### src/rtl/fetch_unit.sv
// Instruction fetch stage: owns the PC, keeps one imem request in flight, and
// holds each fetched word in a valid/ready register toward decode.
module fetch_unit #(
  parameter logic [31:0] RESET_ADDR = 32'h0000_0000
) (
  input  logic        i_clk,
  input  logic        i_rst,
  output logic        o_imem_req,
  output logic [31:0] o_imem_addr,
  input  logic        i_imem_valid,
  input  logic [31:0] i_imem_rdata,
  output logic        o_inst_valid,
  output logic [31:0] o_inst,
  output logic [31:0] o_inst_pc,
  input  logic        i_inst_ready,
  input  logic        i_halt,
  input  logic        i_redirect,
  input  logic [31:0] i_redirect_target,
  output logic        o_halted,
  output logic        o_misaligned,
  output logic [31:0] o_fetch_count
);

  typedef enum logic [1:0] {FETCH, HOLD, HALTED, FAULT} state_e;

  state_e      state_q, state_d;
  logic [31:0] pc_q, pc_d;
  logic [31:0] req_addr_q, req_addr_d;
  logic [31:0] inst_q, inst_d;
  logic [31:0] inst_pc_q, inst_pc_d;
  logic [31:0] cnt_q, cnt_d;
  logic        req_q, req_d;
  logic        drop_q, drop_d;
  logic        ivld_q, ivld_d;
  logic        halted_q, halted_d;
  logic        mis_q, mis_d;

  logic rsp, hs, redir, tgt_mis;

  assign rsp     = i_imem_valid & req_q;
  assign hs      = ivld_q & i_inst_ready;
  assign redir   = i_redirect & ((state_q == FETCH) | (state_q == HOLD));
  assign tgt_mis = |i_redirect_target[1:0];

  always_comb begin
    state_d    = state_q;
    pc_d       = pc_q;
    req_addr_d = req_addr_q;
    inst_d     = inst_q;
    inst_pc_d  = inst_pc_q;
    cnt_d      = cnt_q;
    req_d      = req_q;
    drop_d     = drop_q;
    ivld_d     = ivld_q;
    halted_d   = halted_q;
    mis_d      = mis_q;

    if (redir) begin
      // redirect beats a same-cycle response or handshake
      ivld_d = 1'b0;
      if (tgt_mis) begin
        state_d = FAULT;
        mis_d   = 1'b1;
        drop_d  = 1'b0;
        req_d   = req_q & ~rsp;
      end else begin
        state_d = FETCH;
        pc_d    = i_redirect_target;
        if (req_q & ~rsp) begin
          drop_d = 1'b1;
        end else begin
          drop_d     = 1'b0;
          req_d      = 1'b1;
          req_addr_d = i_redirect_target;
        end
      end
    end else begin
      case (state_q)
        FETCH: begin
          if (!req_q) begin
            req_d      = 1'b1;
            req_addr_d = pc_q;
          end else if (rsp) begin
            if (drop_q) begin
              drop_d     = 1'b0;
              req_addr_d = pc_q;
            end else begin
              inst_d    = i_imem_rdata;
              inst_pc_d = req_addr_q;
              ivld_d    = 1'b1;
              pc_d      = pc_q + 32'd4;
              req_d     = 1'b0;
              state_d   = HOLD;
            end
          end
        end
        HOLD: begin
          if (hs) begin
            cnt_d  = cnt_q + 32'd1;
            ivld_d = 1'b0;
            if (i_halt) begin
              state_d  = HALTED;
              halted_d = 1'b1;
            end else begin
              state_d    = FETCH;
              req_d      = 1'b1;
              req_addr_d = pc_q;
            end
          end
        end
        // keep the request up until the in-flight response is absorbed
        FAULT:   req_d = req_q & ~i_imem_valid;
        default: ;
      endcase
    end
  end

  always_ff @(posedge i_clk or posedge i_rst) begin
    if (i_rst) begin
      state_q    <= FETCH;
      pc_q       <= RESET_ADDR;
      req_addr_q <= 32'd0;
      inst_q     <= 32'd0;
      inst_pc_q  <= 32'd0;
      cnt_q      <= 32'd0;
      req_q      <= 1'b0;
      drop_q     <= 1'b0;
      ivld_q     <= 1'b0;
      halted_q   <= 1'b0;
      mis_q      <= 1'b0;
    end else begin
      state_q    <= state_d;
      pc_q       <= pc_d;
      req_addr_q <= req_addr_d;
      inst_q     <= inst_d;
      inst_pc_q  <= inst_pc_d;
      cnt_q      <= cnt_d;
      req_q      <= req_d;
      drop_q     <= drop_d;
      ivld_q     <= ivld_d;
      halted_q   <= halted_d;
      mis_q      <= mis_d;
    end
  end

  assign o_imem_req    = req_q;
  assign o_imem_addr   = req_addr_q;
  assign o_inst_valid  = ivld_q;
  assign o_inst        = inst_q;
  assign o_inst_pc     = inst_pc_q;
  assign o_halted      = halted_q;
  assign o_misaligned  = mis_q;
  assign o_fetch_count = cnt_q;

  // interface stability the memory and decode sides rely on
  assert property (@(posedge i_clk) disable iff (i_rst)
    (req_q && !rsp) |=> (req_q || state_q == FAULT) && $stable(req_addr_q));
  assert property (@(posedge i_clk) disable iff (i_rst)
    (ivld_q && !i_inst_ready && !i_redirect) |=> ivld_q && $stable(inst_q) && $stable(inst_pc_q));

endmodule
### config.mk
export PLATFORM = sky130hd
export DESIGN_NAME = fetch_unit
export DESIGN_NICKNAME = d
export VERILOG_FILES = /design/src/rtl/fetch_unit.sv
export SDC_FILE = /design/constraint.sdc
export NUM_CORES = 1
export LEC_CHECK = 0
export BUFFER_PORTS_ARGS = -buffer_cell sky130_fd_sc_hd__buf_4
export CAP_MARGIN = 20
export CORE_MARGIN = 3
export CORE_UTILIZATION = 50
export DETAILED_ROUTE_END_ITERATION = 12
export GPL_ROUTABILITY_DRIVEN = 0
export PLACE_DENSITY = 0.76
export SETUP_SLACK_MARGIN = 0.5
export SKIP_LAST_GASP = 1
export SYNTH_ARGS = -nofsm -noshare
export SYNTH_HDL_FRONTEND = slang
export SYNTH_SLANG_ARGS = --single-unit
### constraint.sdc
create_clock -name i_clk -period 6.2 [get_ports i_clk]
set_input_delay 1.24 -clock i_clk [delete_from_list [all_inputs] [get_ports i_clk]]
set_output_delay 1.24 -clock i_clk [all_outputs]
set_load 0.005 [all_outputs]
==> out/results.ini <==
[run_status]
outcome=completed

[worst_setup_path]
cp.required_ns=6.47
worstPathArrival_ns=3.23
timing.critical_path.to_type=register
setup.worst_path.class=input pin to register
startpoint_type=input pin
worstPathMaxFanout=38

[drt]
routed-via-count=6604
detailed_route_wire_length_um=19200
antenna_left=0
drt_drc_violations_left=0
drtPass1Iterations=5
routed_wire_length_per_instance_um=15.7
first_iter_violations=475
route.detailed.vias_per_inst=5.41

[sta]
timing_hold_violations_final=0
post-route-period-util_pct=47.9
max_freq_mhz=337
fin_tns_setup_ns=0
slew_headroom_pct=33.4
final.setup_skew_ns=0.00744
worst_pin_slew_ns=0.999
setup_viol=0
rsz0062_at_grt=false
timing_max_transition_violations_final=0
final.min_clock_period_ns=2.97

[cts]
post-cts-setup-buffers=0
clock-root-buffer=sky130_fd_sc_hd__clkbuf_16
clock_sink_total=167
clkLatencyLatePin_ns=0.42
clk_path_buf_depth=2
post_cts_clock_slew_at_the_launch_and_capture_registers_of_the_worst_setup_and_hold_paths_ns=0.06
ctsHtreeMaxLevel=4
cts_resized=0
cts_hold_repair_buffers=0
clock_tree_from_tritoncts=done
cts_inserted_buffers=17

[die]
fp.dieArea_um2=16600
initial_core_utilization_pct=51.4
die_width_um=129
die_y_um=129
core_region_area_um2=14600
num_rows=44
boundaryPins=202

[global_routing]
groute.usage.overall_pct=22.9
gr-total-overflow=0
grt_max_degree=168
wire_length_of_the_first_global_routing_pass_um=30600
vias_in_the_first_global_route=6089
grt_antenna_before_repair=0

[logic_synthesis]
synth_largest_type_area_fraction_pct=55.5
synthMostInstantiatedCell=sky130_fd_sc_hd__nand2_1
dominantRegCellSynth=sky130_fd_sc_hd__dfrtp_1
synthesized_area_um2=7530
postSynthRegisterBits=167
syn_avg_cell_area_um2=8.96
area_contributors_post_synth=sky130_fd_sc_hd__dfrtp_1 56%, sky130_fd_sc_hd__nand2_1 14%, sky130_fd_sc_hd__nor2_1 3.2%
synth-async-reset-ratio_pct=100
syn_nets=912
yosysSeqAreaShare_pct=55.5
syn_inst=840
edff_count_synth=0
post_synth_most_frequent_cells=284 x sky130_fd_sc_hd__nand2_1, 167 x sky130_fd_sc_hd__dfrtp_1, 64 x sky130_fd_sc_hd__nor2_1, 38 x sky130_fd_sc_hd__clkbuf_1, 33 x sky130_fd_sc_hd__a31oi_1
synth_largest_area_cell=sky130_fd_sc_hd__dfrtp_1
netlist-cell-type-count=50
synthesis.yosys.warnings=0

[placed_design]
port_buf_inserts=201
dpl.hpwl_um=13100

[power]
report.power.total_mw=3.96
power.static_leakage_nw=4.77
cellPowerDensity_nw_per_um2=404
worst_ir_drop_vdd_v=0.000237

[min_path]
hold_class=register to register

[cells_and_area]
antennaDiodeCount=0
flow.area_growth_from_synthesis_pct=30.2
fillers=1224
drive_gt1_share_pct=24.5
final_nets=1096

[flow_run]
max_cap_violations=0

per-layer routing:
layer  track usage, %  share of wire (%)
met1             31.7                 45
met2             36.7                 47
met3             4.98                6.7
met4             6.67                1.3
met5                0                  0
layout by cell type, fill, tap and decap left out, types with 13 or more instances in the layout:
| master | instances |
|---|---|
| sky130_fd_sc_hd__nand2_1 | 284 |
| sky130_fd_sc_hd__buf_4 | 207 |
| sky130_fd_sc_hd__dfrtp_1 | 167 |
| sky130_fd_sc_hd__nor2_1 | 62 |
| sky130_fd_sc_hd__a31oi_1 | 33 |
| sky130_fd_sc_hd__a21oi_1 | 27 |
| sky130_fd_sc_hd__o21ai_0 | 24 |
| sky130_fd_sc_hd__xnor2_1 | 21 |
| sky130_fd_sc_hd__nand3_1 | 17 |
| sky130_fd_sc_hd__clkbuf_16 | 17 |
| sky130_fd_sc_hd__o22ai_1 | 16 |
| sky130_fd_sc_hd__nand4_1 | 15 |
| sky130_fd_sc_hd__nor3_1 | 13 |
cell type report:
type	count	area (um^2)	area share, %
Multi-Input combinational cell	617	3160	32.3
Inverter	11	45.0	0.459
Timing Repair Buffer	210	1610	16.4
Clock buffer	24	482	4.91
Sequential cell	167	4180	42.6
Tap cell	184	230	2.35
Clock inverter	7	95.1	0.970
where the power goes:
part | internal (mW) | switching, mW | total, mW | leakage (nW)
clock | 0.623 | 0.411 | 1.03 | 0.269
combinational | 0.628 | 0.544 | 1.17 | 2.37
sequential | 1.45 | 0.300 | 1.75 | 2.13
total | 2.70 | 1.26 | 3.96 | 4.77
cells by family after synthesis:
group,count (synthesis),synth area share [%]
AND/OR/NAND/NOR,446,25.9
flip-flops,167,55.5
AO/OA/AOI/OAI,135,11.3
buffers and inverters,56,2.87
XOR/XNOR,31,3.61
multiplexers,3,0.432
adder cells (fa/ha/maj),2,0.332
registers in the layout, summed over array words and instances (netlist names):
name and flops:
o_inst_valid 1, state_q 2, o_halted 1, o_fetch_count 32, o_inst_pc 32, drop_q 1
pc_q 32, o_imem_addr 32, o_imem_req 1, o_inst 32, o_misaligned 1
metrics by stage:
step / setup slack, ns / std cells / utilization [%] / instance area [um^2] / hold WS, ns
2_1_floorplan: 2.83 / 840 / - / 7530 / 0.451
3_3_place_gp: 2.84 / 1187 / 62.8 / 9190 / 0.441
3_5_place_dp: 2.82 / 1187 / 62.8 / 9190 / 0.450
4_1_cts: 3.27 / 1218 / 66.7 / 9770 / 0.464
5_1_grt: 3.07 / 1220 / 67.0 / 9800 / 0.490
6_report: 3.23 / 1220 / 67.0 / 9800 / 0.464
worst paths after layout:
| path | startpoint | depth (start not counted) | end | slack (ns) |
|---|---|---|---|---|
| min | o_halted$_DFFE_PP0P_ | 1 | o_halted$_DFFE_PP0P_ | 0.46 |
| max reg2reg | state_q[1]$_DFFE_PP0P_ | 5 | pc_q[23]$_DFFE_PP0P_ | 3.58 |
| min in group asynchronous | i_rst | 3 | o_fetch_count[5]$_DFFE_PP0P_ | 1.09 |
| max | i_redirect | 5 | pc_q[29]$_DFFE_PP0P_ | 3.23 |
| max in group asynchronous | i_rst | 3 | o_imem_addr[22]$_DFFE_PP0P_ | 4.46 |
| min reg2reg | o_halted$_DFFE_PP0P_ | 1 | o_halted$_DFFE_PP0P_ | 0.46 |
critical path: stages:
cell and delay [ns]:
sky130_fd_sc_hd__buf_4 0.14, sky130_fd_sc_hd__or3_1 0.44, sky130_fd_sc_hd__nor2_4 0.74, sky130_fd_sc_hd__buf_4 0.50, sky130_fd_sc_hd__a311oi_1 0.16
(Power assumes the default switching activity.)
